## src/rtl/comparador_prioridade_display_pkg.sv

```systemverilog
// Shared definitions for the two-user arbitration front-end: code widths,
// user-code constants, priority encodings and the 7-segment digit table.
package comparador_prioridade_display_pkg;

  localparam int W_USER = 3;
  localparam int W_FUNC = 3;
  localparam int W_SEG  = 7;

  // User codes; rank is the unsigned value of the code.
  localparam logic [W_USER-1:0] USER_NONE      = 3'b000;
  localparam logic [W_USER-1:0] USER_STD       = 3'b001;
  localparam logic [W_USER-1:0] USER_ADMIN     = 3'b101;
  localparam logic [W_USER-1:0] USER_AUTOPILOT = 3'b111;

  // Raw comparison result; bit 0 selects user 0, bit 1 selects user 1.
  typedef enum logic [1:0] {
    PRIO_NONE  = 2'b00,
    PRIO_USER0 = 2'b01,
    PRIO_USER1 = 2'b10,
    PRIO_BOTH  = 2'b11
  } prio_t;

  // Segments {G,F,E,D,C,B,A}, active-low.
  localparam logic [W_SEG-1:0] SEG_BLANK = 7'b1111111;

  localparam logic [W_SEG-1:0] SEG_TABLE [8] = '{
    7'b1000000,  // 0
    7'b1111001,  // 1
    7'b0100100,  // 2
    7'b0110000,  // 3
    7'b0011001,  // 4
    7'b0010010,  // 5
    7'b0000010,  // 6
    7'b1111000   // 7
  };

  // Segment pattern for a 3-bit digit.
  function automatic logic [W_SEG-1:0] seg_of(input logic [W_USER-1:0] digit);
    return SEG_TABLE[digit];
  endfunction

endpackage

```

## src/rtl/comparador_prioridade_display_seven_seg_decoder.sv

```systemverilog
// Combinational 3-bit to 7-segment decoder with blanking enable.
// Outputs are active-low, segment order {G,F,E,D,C,B,A}.
module seven_seg_decoder
  import comparador_prioridade_display_pkg::*;
(
  input  logic [W_USER-1:0] i_digit,
  input  logic              i_en,
  output logic [W_SEG-1:0]  o_seg
);

  // Look up the digit pattern, or blank the display when disabled.
  always_comb begin
    // NOTE: assigning a default first means every path drives o_seg, so no latch is inferred.
    o_seg = SEG_BLANK;
    if (i_en) begin
      o_seg = seg_of(i_digit);
    end
  end

endmodule

```

## src/rtl/comparador_prioridade_display.sv

```systemverilog
// Registered arbitration front-end for the two-user control panel.
// Ranks the two user codes, checks whether both users requested the same
// function, and shows the lower-priority user's code on a 7-segment digit.
// Every output is registered: one clock from input change to output.
module comparador_prioridade_display
  import comparador_prioridade_display_pkg::*;
(
  input  logic              clk,
  input  logic              reset,
  input  logic [W_USER-1:0] user0,
  input  logic [W_USER-1:0] user1,
  input  logic [W_FUNC-1:0] func0,
  input  logic [W_FUNC-1:0] func1,
  input  logic              disp_en,
  output logic [1:0]        prio_comp,
  output logic [1:0]        prio_sel,
  output logic              func_equal,
  output logic              autopilot,
  output logic [W_USER-1:0] loser_user,
  output logic [W_SEG-1:0]  seg,
  output logic              dp
);

  prio_t             w_prio;
  logic [W_USER-1:0] w_loser;
  logic              w_func_equal;
  logic [1:0]        w_prio_sel;
  logic              w_autopilot;
  logic [W_SEG-1:0]  w_seg;

  logic [1:0]        r_prio_comp;
  logic [1:0]        r_prio_sel;
  logic              r_func_equal;
  logic              r_autopilot;
  logic [W_USER-1:0] r_loser_user;
  logic [W_SEG-1:0]  r_seg;
  logic              r_dp;

  // Rank the two user codes; equal non-autopilot, non-none codes tie to user 0.
  always_comb begin
    w_prio  = PRIO_NONE;
    w_loser = user1;
    if (user0 > user1) begin
      w_prio  = PRIO_USER0;
      w_loser = user1;
    end else if (user1 > user0) begin
      w_prio  = PRIO_USER1;
      w_loser = user0;
    end else if (user0 == USER_AUTOPILOT) begin
      w_prio  = PRIO_BOTH;
    end else if (user0 == USER_NONE) begin
      w_prio  = PRIO_NONE;
    end else begin
      w_prio  = PRIO_USER0;
    end
  end

  // Differing function requests force both users to execute.
  always_comb begin
    w_func_equal = (func0 == func1);
    w_prio_sel   = w_prio | {2{~w_func_equal}};
    w_autopilot  = (w_prio == PRIO_BOTH);
  end

  // Digit for the lower-priority user, decoded from this cycle's inputs.
  seven_seg_decoder u_seven_seg_decoder (
    .i_digit (w_loser),
    .i_en    (disp_en),
    .o_seg   (w_seg)
  );

  // Single output register stage; synchronous reset dominates the inputs.
  always_ff @(posedge clk) begin
    // NOTE: non-blocking assignments keep every register sampling pre-edge values.
    if (reset) begin
      r_prio_comp  <= PRIO_NONE;
      r_prio_sel   <= 2'b00;
      r_func_equal <= 1'b0;
      r_autopilot  <= 1'b0;
      r_loser_user <= USER_NONE;
      r_seg        <= SEG_BLANK;
      r_dp         <= 1'b1;
    end else begin
      r_prio_comp  <= w_prio;
      r_prio_sel   <= w_prio_sel;
      r_func_equal <= w_func_equal;
      r_autopilot  <= w_autopilot;
      r_loser_user <= w_loser;
      r_seg        <= w_seg;
      r_dp         <= 1'b1;
    end
  end

  assign prio_comp  = r_prio_comp;
  assign prio_sel   = r_prio_sel;
  assign func_equal = r_func_equal;
  assign autopilot  = r_autopilot;
  assign loser_user = r_loser_user;
  assign seg        = r_seg;
  assign dp         = r_dp;

endmodule

```

## config.mk

```make
export PLATFORM = sky130hd
export DESIGN_NAME = comparador_prioridade_display
export DESIGN_NICKNAME = d
export VERILOG_FILES = /design/src/rtl/comparador_prioridade_display_pkg.sv /design/src/rtl/comparador_prioridade_display_seven_seg_decoder.sv /design/src/rtl/comparador_prioridade_display.sv
export SDC_FILE = /design/constraint.sdc
export NUM_CORES = 1
export LEC_CHECK = 0
export ABC_AREA = 0
export BUFFER_PORTS_ARGS = -buffer_cell sky130_fd_sc_hd__clkbuf_2
export CAP_MARGIN = 30
export CORE_MARGIN = 1.5
export CORE_UTILIZATION = 30
export CTS_CLUSTER_SIZE = 30
export DETAILED_ROUTE_END_ITERATION = 8
export PLACE_DENSITY = 0.58
export SLEW_MARGIN = 20
export SYNTH_ARGS = -nofsm -noshare
export SYNTH_HDL_FRONTEND = slang
export SYNTH_SLANG_ARGS = --single-unit
```

## constraint.sdc

```tcl
create_clock -name clk -period 3.3 [get_ports clk]
set_clock_uncertainty 0.2 [all_clocks]
set_input_delay 0.33 -clock clk [delete_from_list [all_inputs] [get_ports clk]]
set_output_delay 0.33 -clock clk [all_outputs]
set_load 0.05 [all_outputs]
```

==> impl.org, run 1 <==
** Detailed routing
- Starting DRT DRC Count :: 7
- Remaining antenna violation count :: 0
- Detailed Route WL :: 1.418 mm
- Post-detailed-route via-to-cell ratio :: approximately 4.6
- Router iterations before antenna repair :: 4
- The detailed router placed around 640 vias in this run.
- Dividing the detail-routed wire length by the instance count gives about 10 um.
- Post-route DRC :: 0

** Final layout
- NumNets Final :: about 140
- Number of antenna cells inserted :: 0
- Number of fill cells :: about 260
- Syn-to-layout area delta :: 25.66%
- With fillers left out, the area of the finished cells amounts to between 1000 and 1500 um^2.
- In the final layout, the share of cells above drive strength 1 is a little under two fifths.

** Timing
- Of the available clock period, the critical path in the final layout requires between 70% and 80%.
- The worst path in the final design needs a cycle of 2.489 ns, including I/O delays and setup.
- Count of final max-slew check failures :: 0
- For this run, the top clock speed supported by timing is about 400 MHz.
- Setup slack on the critical path of the routed design comes to just over 0.8 ns.
- Final number of setup-violating endpoints :: 0
- The final hold violation count is 0.
- Sum Neg Setup Slack :: 0 ns
- Setup repair after global routing left no endpoint under its margin.

** Power
- Fraction of power spent switching nets :: a little under two fifths
- Across the VDD grid, the largest voltage drop is 0.1761 mV.
- The share of total power dissipated in combinational logic is a little over a third.
- Cell internal power was estimated by the tool at ~0.00030 W.
- In this run the power density over the cells is approximately 480 nW/um^2.
- Summed over all nets, the switching power comes to roughly 0.00018 W.
- Portion of total power attributed to the clock network :: between 10% and 20%
- Sequential power share :: about 44%
- Power comes to 0.0004806 W.
- The analysis attributes to cell leakage a power of ~0.5 nW.

** Place
- Detailed placement ended at an HPWL of 1.207 mm.
- Instance area after placement :: roughly 980 um^2
- Count of buffers from port buffering :: 30
- Placement-stage worst setup slack :: about 0.52 ns
- Routability-driven placement congestion ratio :: ~0.81

** Synth
- Sorting the synthesized cells by how often they occur yields dfxtp_1, ha_1, nor2_1, inv_1, mux2i_1.
- For this run, the number of Yosys warnings is 0.
- In this run the biggest area consumer among cell types represents about two fifths of the synthesized area.
- Dividing the synthesized area by the synthesized cell count gives between 10 and 15 um^2.
- Number of cells produced by synthesis :: 78
- Sorting the synthesized cells by area gives the leading types as dfxtp_1, ha_1, mux2i_1.
- Number of flops mapped to enable cells by yosys :: 0
- After synthesis, the netlist uses 32 different library cells.
- Portion of the post-synthesis area used by sequential elements :: 40.06%
- Async SR Flop Fraction :: 0%
- Cell accounting for the most synthesized area :: dfxtp_1
- In this run the cell area of the synthesized design comes to 799.5 um^2.
- Cell with the most instances after synthesis :: dfxtp_1
- Dominant synthesized flop cell :: dfxtp_1
- Counting flops and latches in the post-synthesis netlist gives 16.
- Synthesis produced a netlist with a net count of just over 100.

** Worst setup path
- Crit path from :: user0[1]
- Sort of element at the end of the critical path :: flop
- Data arrives at the worst endpoint at between 2 and 2.5 ns.
- CP Capture Point :: seg[6]
- Worst setup SP type :: input pin
- At the worst endpoint, the required time is between 3 and 4 ns.
- Category of the critical setup timing path :: input pin to flop
- Biggest fanout along the worst timing path :: 6

** Clock tree
- In this run the number of H-tree levels came out at 1.
- Sink count of the clock tree :: 16
- Root cell of the clock tree :: clkbuf_4
- After clock tree synthesis, the flow added hold-fix buffers numbering 0.
- Number of buffers inserted during clock tree synthesis :: 3
- Clock-pin slew was measured on the worst setup and hold paths at roughly 0.080 ns.
- Number of buffers inserted to repair setup after CTS :: 0
- Clock Tree Buf Depth :: 2
- Clock tree from TritonCTS :: done
- The number of gates resized after CTS was 0.

** Global routing
- Global-route wire length before repair :: 2.352 mm
- The number of global-route vias before repair is 559.
- Entering global routing, the biggest net connects 12 pins.
- In the global route stage, overall resource usage came out at between 10% and 20%.
- Aggregate global routing overflow :: 0
- The number of antenna violations at the first check in global routing came to 0.

** Floorplanning
- During I/O placement, the number of pins put on the boundary was 32.
- The floorplan step defined a core boundary enclosing between 2000 and 2500 um^2.
- Die Y-Extent :: approximately 55 um
- Starting density of the core :: 31.98%
- The die covers around 3000 um^2.
- The die is 54.63 um wide.
- Row generation in the floorplan step produced 18 rows.

** Hold path
- The tightest min-delay check is of the input pin to flop type.
- The worst hold path passes through 3 cells.

** Flow run
- Max-Cap Viols :: 0

** Outcome
- The flow ran to the end, and the final reports show no timing, DRC or antenna violations.
critical path: stages:
cell and delay (ns):
clkbuf_2 0.12, inv_1 0.05, ha_1 0.33, and3_1 0.21, a211oi_4 0.21, mux2i_1 0.21
buf_4 0.17, inv_1 0.06, ha_1 0.22, and2_1 0.16, a221oi_1 0.25, o21ai_1 0.12
power groups by stage:
stage               registers, W  clock network, W  logic (W)
floorplan               0.000279                 0  0.0000728
global placement        0.000218                 0   0.000172
detailed placement      0.000218                 0   0.000174
CTS                     0.000213          0.000100   0.000175
global route            0.000215          0.000109   0.000188
finish                  0.000213         0.0000950   0.000172
worst min path at each step:
stage / startpoint / end
2_1_floorplan: reset / seg[1]
3_5_place_dp: user0[2] / autopilot
4_1_cts: user0[2] / autopilot
5_1_grt: user0[1] / autopilot
6_report: user0[2] / autopilot
3_3_place_gp: user0[2] / autopilot
area by class of cell:
type                       instances  area [um^2]  share of cell area [%]
clock buffer                       3        22.52                   2.242
inverter                           5        18.77                   1.868
multi-input combinational         55        447.9                   44.58
sequential                        16        320.3                   31.88
tap                               30        37.54                   3.736
timing repair buffer              31        157.7                   15.69
state kept, by name (all words and copies together) (netlist names):
| name | count |
|---|---|
| prio_sel | 2 |
| func_equal | 1 |
| loser_user | 3 |
| autopilot | 1 |
| prio_comp | 2 |
| seg | 7 |
layer usage:
layer / part of all wire (%) / global-route usage, % / wire (um) / up-vias
met4: 0 / 7.500 / 0 / 0
met1: 46 / 14.43 / 653 / 285
met2: 49 / 16.67 / 695 / 14
met5: 0 / 0 / 0 / -
li1: - / - / - / 339
met3: 4.9 / 1.639 / 69 / 0
cells in the final DEF (no fill, tap or decap), types with 2 or more instances in the layout:
cell / count
a211oi_1: 2
clkbuf_2: 30
nor2_2: 2
ha_1: 8
a21o_1: 3
a21oi_1: 2
dfxtp_1: 16
clkbuf_4: 3
a211oi_2: 2
and2_1: 2
xor2_1: 3
mux2i_1: 4
inv_1: 5
nor4_1: 2
and3_1: 2
nor2_1: 7
cells by family (layout without fill, tap and decap cells):
kind of cell               Yosys count  in the layout  synth area share, %
AOI/OAI and AO/OA                   17             17                17.68
xor gates and xnor gates             3              3                3.287
adders and majority gates            8              8                12.52
buffers and inverters                7             39                3.912
DFF                                 16             16                40.06
muxes                                5              5                6.885
other                                1              1               0.4690
and+or+nand+nor                     21             21                15.18
metrics by stage:
step	util [%]	instances	hold slack, ns
global placement	39.29	137	0.4474
global route	40.19	140	0.1719
detailed placement	39.29	137	0.4470
floorplan	-	78	0.2551
CTS	40.19	140	0.1431
finish	40.19	140	0.1516
Power figures use the tool's default switching activity.
==> run 2, diff against run 1 <==
- ABC_AREA: 0 -> 1
- PLACE_DENSITY: 0.58 -> 0.61
- clock period: 3.3 -> 2 ns (I/O delays scaled with it)
==> run 2 against run 1 <==
  * Synthesized area is 5.8% lower
  * Count of clock-buffer cells in the layout is 1 higher
  * Global-route usage is 0.86 points higher
  * Sequential power is 67% higher
  * Non-clock buffer count is 7 higher
  * Sequential share of layout area is 0.66 points lower
  * First-iteration DRC count stayed put
  * Critical path type unchanged
  * Critical endpoint is now seg[5]
==> impl.org, run 2 <==
** Final layout
- The top cell types in the final layout, fill and taps aside, are clkbuf_2, dfxtp_1, nand2_1.
- The count of nets after finishing was 158 (+17%).
- Number of antenna cells inserted :: 0 (unchanged)
- Syn-to-layout area delta :: 36.21%
- End-of-flow core utilization :: 44.66% (+4.5 points)
- The number of inserted filler cells in the final layout is 256 (-0.78%).
- Flip-flop count of the largest register after layout :: 7 (unchanged)
- The proportion of layout cells with a drive suffix above 1 was 36.57% (-1.6 points).
- Leaving out fill and tap cells, the most frequent cell in the layout is clkbuf_2.

** Floorplanning
- The number of cell rows is 17 (-1).
- I/O pin total :: 32 (unchanged)
- The die area is 2820 um^2 (-5.5%).
- The chip height is 53.11 um (-2.8%).
- The width of the die is 53.11 um (-2.8%).
- The effective utilization at floorplan is 32.79% (+0.81 points).
- Placeable Area :: 2297 um^2 (-8.1%)

** Synth
- Dominant synthesized flop cell :: dfxtp_1
- The share of the synthesized area in the top cell type is 42.52% (+2.5 points).
- Synthesized cell area :: 753.2 um^2 (-5.8%)
- Post-Synthesis Net Count :: 117 (+16%)
- The number of flops mapped to enable cells by yosys was 0 (unchanged).
- Commonest cells in the synthesized netlist :: dfxtp_1, nand2_1, inv_1, nand3_1, ha_1
- Synthesis warning total :: 0 (unchanged)
- Portion of the post-synthesis area used by sequential elements :: 42.52% (+2.5 points)
- The number of register bits inferred by synthesis was 16 (unchanged).
- Cell with the most instances after synthesis :: dfxtp_1
- Of all cell types, the one taking the most synthesized area is dfxtp_1.
- The share of flip-flops with an asynchronous set or reset was 0% (unchanged).
- By area the synthesized netlist is led by dfxtp_1, ha_1, nand3_1.
- The mean area per synthesized cell came to 8.013 um^2 (-22%).
- Count of cell types in the netlist :: 18 (-44%)
- The number of instances in the synthesized netlist was 94 (+21%).

** Detailed routing
- The ratio of routed vias to standard cells was 4.278 (-6.1%).
- The remaining antenna violation count came to 0 (unchanged).
- The number of design rule violations left after detail routing came to 0 (unchanged).
- The initial DRC count was 7 (unchanged).
- Detailed Route WL :: 1.413 mm (-0.35%)
- The wire length per cell was 8.722 um (-14%).
- Count of vias placed by the detailed router :: 693 (+8.6%)
- Router iterations before antenna repair :: 3 (-1)

** Worst setup path
- The largest fanout on the critical path came to 5 (-1).
- Crit path top cell by count :: nand2_1
- Cell depth of the worst setup path :: 14 (+2)
- The signal on the critical path passes through clkbuf_2, inv_1, ha_1, a21oi_2, nand2_2, nand2_1, nand2_1, nand2_2, inv_1, ha_1, nand3_1, nand2_1, inv_1, nand2_1.
- The critical path ends at seg[5].
- The critical path starts at user0[2].
- CP top delay family :: adder cells
- Slowest cell on the critical path :: ha_1
- Sort of element at the end of the critical path :: flop
- The worst setup path is of the input pin to flop kind.
- The delay of the slowest cell on the worst path is 0.33 ns (about the same).
- Worst setup SP type :: input pin
- CP bufs+invs :: 4 (unchanged)
- The data required time at the worst endpoint is 1.99 ns (-1.26 ns).
- The data arrival at the endpoint of the critical path was 1.68 ns (-0.76 ns).

** Clock tree
- Number of buffers inserted during clock tree synthesis :: 3 (unchanged)
- The number of sinks driven by the clock tree is 16 (unchanged).
- Number of gates given a new drive strength after cts :: 0 (unchanged)
- Clock Tree Buf Depth :: 2 (unchanged)
- Clk pin slew, worst setup/hold paths :: 0.08 ns (about the same)
- Number of H-tree levels :: 1 (unchanged)
- Clock tree synthesis selected as its root buffer the cell clkbuf_4.
- Clock tree from TritonCTS :: done

** Timing
- Count of final max-slew check failures :: 0 (unchanged)
- Counting I/O delays and the setup requirement, the final critical path takes 1.692 ns.
- The final hold violation count is 0 (unchanged).
- Final number of setup-violating endpoints :: 0 (unchanged)
- The final critical path takes up between 80% and 90% of the cycle.
- F_max :: just under 600 MHz
- The post-layout worst setup margin was 0.3079 ns (-0.5032 ns).
- Setup repair after global routing missed its margin :: no

** Global routing
- Via count of the first global-routing pass :: 622 (+11%)
- The maximum number of pins on one net before global-route repair is 10 (-2).
- Aggregate global routing overflow :: 0 (unchanged)
- The wire length of the first global-routing pass was 2.387 mm (+1.5%).
- Total Routing Usage GR :: 11.93% (+0.86 points)
- The number of antenna violations at the first check in global routing was 0 (unchanged).

** Power
- Pwr per Cell Area :: 844.9 nW/um^2 (+77%)
- Worst ir drop on vdd :: 0.4456 mV (+150%)
- The static leakage came to 0.5652 nW (+12%).

** Place
- Sum of net half-perimeters after detailed placement :: 1.271 mm (+5.4%)
- Placement-stage worst setup slack :: -0.007380 ns (-0.5281 ns)
- The number of buffers added on ports came to 30 (unchanged).
- Routability-driven placement congestion ratio :: 0.7685 (-5.6%)

** Hold path
- The min-delay analysis places its worst path in the category input pin to flop.

** Flow run
- The number of max-capacitance violations reported is 0 (unchanged).

** Outcome
- The flow ran to the end, and the final reports show no timing, DRC or antenna violations.
run 2: how the worst min path moves through the flow:
stage          startpoint            end  slack (ns)  depth (start not counted)
6_report         func0[2]     func_equal        0.01                          4
5_1_grt          user1[1]         seg[6]        0.06                          4
4_1_cts          func0[2]     func_equal        0.01                          4
3_5_place_dp        reset  loser_user[1]        0.29                          2
3_3_place_gp        reset  loser_user[1]        0.28                          2
2_1_floorplan     disp_en         seg[2]        0.19                          3
run 2: final cells by class:
cell class                      count  area [um^2]  share of cell area [%]
Clock buffer                        4        36.28                   3.537
Inverter                           15        56.30                   5.488
Multi-Input combinational cell     61        365.4                   35.61
Sequential cell                    16        320.3                   31.22
Tap cell                           28        35.03                   3.415
Timing Repair Buffer               38        212.7                   20.73
run 2: cells by family after synthesis:
| group | count (synthesis) | share of synthesized area, % |
|---|---|---|
| fa+ha+maj | 8 | 13.29 |
| simple gates | 42 | 26.08 |
| compound gates | 7 | 5.150 |
| flops | 16 | 42.53 |
| buf+inv | 17 | 8.969 |
| other cells | 1 | 0.4979 |
| xor+xnor | 3 | 3.489 |
run 2: routing by layer:
metal | wire, um | share of wire (%) | GRT usage, % | vias to the layer above
met5 | 0 | 0 | 0 | -
met4 | 47 | 3.3 | 8.974 | 0
met3 | 85 | 6.0 | 2.825 | 5
met2 | 688 | 49 | 20.83 | 21
met1 | 590 | 42 | 12.18 | 298
li1 | - | - | - | 369
run 2: power breakdown:
group          leakage, nW  internal (W)  total [W]  switching, W
registers            0.133      0.000349   0.000355    0.00000667
logic                0.411     0.0000921   0.000307      0.000215
clock network       0.0210      0.000111   0.000204     0.0000932
total                0.565      0.000552   0.000867      0.000315
run 2: timing repair:
item / 4_1_cts / 5_1_grt
hold buffers: 1 / 0
endpoints found under the hold margin: 5 / 0
setup buffers: 0 / 0
run 2: per-stage QoR:
stage / cell area [um^2] / hold slack (ns) / cells / power (W) / TNS (ns)
after floorplan: 753.2 / 0.1937 / 94 / 0.0005871 / 0
after global placement: 979.7 / 0.2816 / 157 / 0.0006699 / 0
after detailed placement: 979.7 / 0.2901 / 157 / 0.0006732 / -0.01312
after CTS: 1026 / 0.01233 / 162 / 0.0008788 / 0
after global routing: 1026 / 0.06118 / 162 / 0.0009236 / 0
final: 1026 / 0.01489 / 162 / 0.0008668 / 0
==> run 3, diff against run 2 <==
- PLACE_DENSITY: 0.61 -> 0.59
- clock period: 2 -> 1.67 ns (I/O delays scaled with it)
==> run 3 against run 2 <==
  * Core utilization grew 11 points
  * Worst setup slack got worse by 0.27 ns
  * Via count increased by 8.8%
  * Combinational power up 61%
  * Die area is the same
  * Final cell count up 7.4%
  * Critical path depth decreased by 2
  * Clock power grew 24%
  * Routed wire length grew 33%
  * Largest power group is now combinational cells
  * Highest routed layer unchanged
==> impl.org, run 3 (same netlist as run 2, synthesis figures left out) <==
** Worst setup path
- The critical path depth is 12 (-2).
- Largest stage delay on the critical path :: 0.30 ns (-0.03 ns)
- The data required time at the worst endpoint came to 1.63 ns (-0.36 ns).
- The signal on the critical path passes through buf_4, clkinvlp_4, ha_4, nand3_2, nand2_4, nand2_4, nand2_4, nand2_4, buf_4, ha_4, nand3_1, nand3_1.
- Category of the critical setup timing path :: input pin to flop
- The data arrival at the endpoint of the critical path came to 1.59 ns (-0.09 ns).
- Slowest cell on the critical path :: ha_4
- The worst path buffer plus inverter count is 3 (-1).
- Sort of element at the end of the critical path :: flop
- Biggest fanout along the worst timing path :: 4 (-1)
- Crit path top cell by count :: nand2_4
- CP top delay family :: simple AND/OR/NAND/NOR gates
- Worst setup SP type :: input pin
- The most critical setup path has its startpoint at user0[2].
- The critical path ends at seg[0].

** Final layout
- Number of fill cells :: 216 (-16%)
- Area of the multi-input gates :: 506.7 um^2 (+39%)
- The post-layout instance count excluding filler cells is 174 (+7.4%).
- The flip-flop count of the largest register after layout came to 7 (unchanged).
- NumNets Final :: 170 (+7.6%)
- Leading cell types in the layout, fill and taps excluded :: clkbuf_2, buf_4, dfxtp_1
- The register area is 320.3 um^2 (unchanged).
- Number of antenna cells inserted :: 0 (unchanged)
- Leaving out fill and tap cells, the most frequent cell in the layout is clkbuf_2.
- The proportion of layout cells with a drive suffix above 1 came to 53.42% (+17 points).
- Relative to the synthesized area, the layout overhead comes to 68.44%.

** Timing
- Final number of setup-violating endpoints :: 0 (unchanged)
- F_max :: roughly 610 MHz
- The clock period could shrink to roughly 1.6 ns.
- The worst path uses a little over nine tenths of the clock period.
- Smallest hold slack :: 0.002391 ns (-0.01250 ns)
- Final hold violation count :: 0 (unchanged)
- Count of final max-slew check failures :: 0 (unchanged)
- Setup slack of the critical path after layout :: 0.04244 ns (-0.2654 ns)

** Clock tree
- Sink count of the clock tree :: 16 (unchanged)
- Root cell of the clock tree :: clkbuf_4
- The buffer depth of the longest clock path is 2 (unchanged).
- The level count of the clock H-tree is 1 (unchanged).
- Number of buffers inserted during clock tree synthesis :: 3 (unchanged)
- Clk pin slew, worst setup/hold paths :: 0.09 ns (about the same)
- TritonCTS built the clock tree.

** Detailed routing
- The post-detailed-routing wire length came to 1.879 mm (+33%).
- The total via count after detailed routing was 754 (+8.8%).
- The remaining antenna violation count is 0 (unchanged).
- Starting DRT DRC Count :: 6 (-1)
- The wire length per cell was 10.80 um (+24%).
- Router iterations before antenna repair :: 4 (+1)
- The ratio of routed vias to standard cells came to 4.333 (+1.3%).
- The number of design rule violations left after detail routing was 0 (unchanged).

** Global routing
- Aggregate global routing overflow :: 0 (unchanged)
- The overall fraction of global-route tracks in use came to 13.24% (+1.3 points).
- The number of antenna violations at the first check in global routing came to 0 (unchanged).
- The maximum number of pins on one net before global-route repair was 10 (unchanged).
- Via count of the first global-routing pass :: 677 (+8.8%)
- Global-route wire length before repair :: 2.760 mm (+16%)

** Power
- Static leakage :: 0.6445 nW (+14%)
- Worst ir drop on vdd :: 0.5359 mV (+20%)
- The share of total power in the clock network was 21.5% (-2.0 points).
- The switching share of total power came to 38.25% (+1.9 points).
- The power density over the cells came to 923.4 nW/um^2 (+9.3%).
- The switching component of the power was 0.0004481 W (+42%).
- Internal Dissipation :: 0.0007235 W (+31%)
- The relative contribution of sequential cells to total power was 36.4% (-4.6 points).
- Combinational fraction of design power :: 42.2% (+6.7 points)

** Floorplanning
- The floorplan core area is 2297 um^2 (unchanged).
- Starting density of the core :: 32.79% (unchanged)
- The I/O pin count came to 32 (unchanged).
- The chip height was 53.11 um (unchanged).
- Rows :: 17 (unchanged)
- The die area came to 2820 um^2 (unchanged).
- The width of the die came to 53.11 um (unchanged).

** Outcome
- Outcome :: finished, final reports clean

** Flow run
- The number of max-capacitance violations reported came to 0 (unchanged).

** Place
- Count of buffers from port buffering :: 30 (unchanged)
- The final estimated routing congestion in global placement came to 0.7609 (-0.99%).
- The post-detailed-placement half-perimeter wirelength is 1.371 mm (+7.8%).
- Placed instance count :: 164 (+4.5%)
- The post-place setup slack is -0.2890 ns (-0.2817 ns).

** Hold path
- Path class of the lowest-slack min-delay path :: input pin to flop
run 3: changes by cell type in the layout (fill, tap and decap cells not counted), moves of 4 or more:
cell,previous run,this run
buf_4,7,19
ha_1,8,3
ha_4,0,4
nand2_1,15,10
nand2_4,1,7
nand3_1,13,8
nand3_2,0,5
run 3: what timing repair did:
action                                  4_1_cts  5_1_grt
hold buffers                                  2        0
endpoints found under the setup margin        0        7
setup buffers                                 0        4
resized for setup                             0       19
hold endpoints to repair                      7        0
run 3: power groups by stage:
stage	Combinational (W)	Sequential, W	Clock, W
after global routing	0.000533	0.000430	0.000268
after global placement	0.000421	0.000434	0
final	0.000494	0.000426	0.000252
after CTS	0.000429	0.000426	0.000252
after floorplan	0.000167	0.000566	0
after detailed placement	0.000425	0.000435	0
run 3: layout make-up:
type                    count  share of cell area [%]
clock buffers               4                   2.860
inverters                  15                   4.931
multi-input cells          61                   39.94
flip-flops and latches     16                   25.25
well taps                  28                   2.761
repair buffers             50                   24.26
run 3: stage by stage:
stage	setup TNS [ns]	power, W	area, um^2	utilization [%]
after global placement	-1.724	0.0008557	1109	48.26
after floorplan	-0.3401	0.0007331	829.5	-
after detailed placement	-1.969	0.0008599	1109	48.26
after CTS	0	0.001107	1165	50.71
final	0	0.001172	1269	55.23
after global routing	-0.1803	0.001231	1269	55.23
run 3: worst min path at each step:
stage	cells after the start	from	slack (ns)	endpoint
6_report	4	func0[2]	0.002	func_equal
5_1_grt	4	func1[2]	0.03	func_equal
4_1_cts	4	func0[2]	0.002	func_equal
3_5_place_dp	2	reset	0.25	loser_user[1]
3_3_place_gp	2	reset	0.27	loser_user[1]
2_1_floorplan	3	disp_en	0.16	seg[2]
run 3: routing by layer:
metal  vias to the layer above  part of all wire (%)  global-route usage, %  wire length (um)
met1                       333                    46                  16.67               864
met3                         4                   3.5                  1.695                66
met5                         -                     0                      0                 0
met4                         0                   2.0                  7.692                37
li1                        396                     -                      -                 -
met2                        21                    48                  21.46               911
run 3: worst min-delay path, cell delays in order:
cell and delay (ns):
clkbuf_2 0.08, xnor2_1 0.05, nand3_1 0.09, nor2_1 0.05
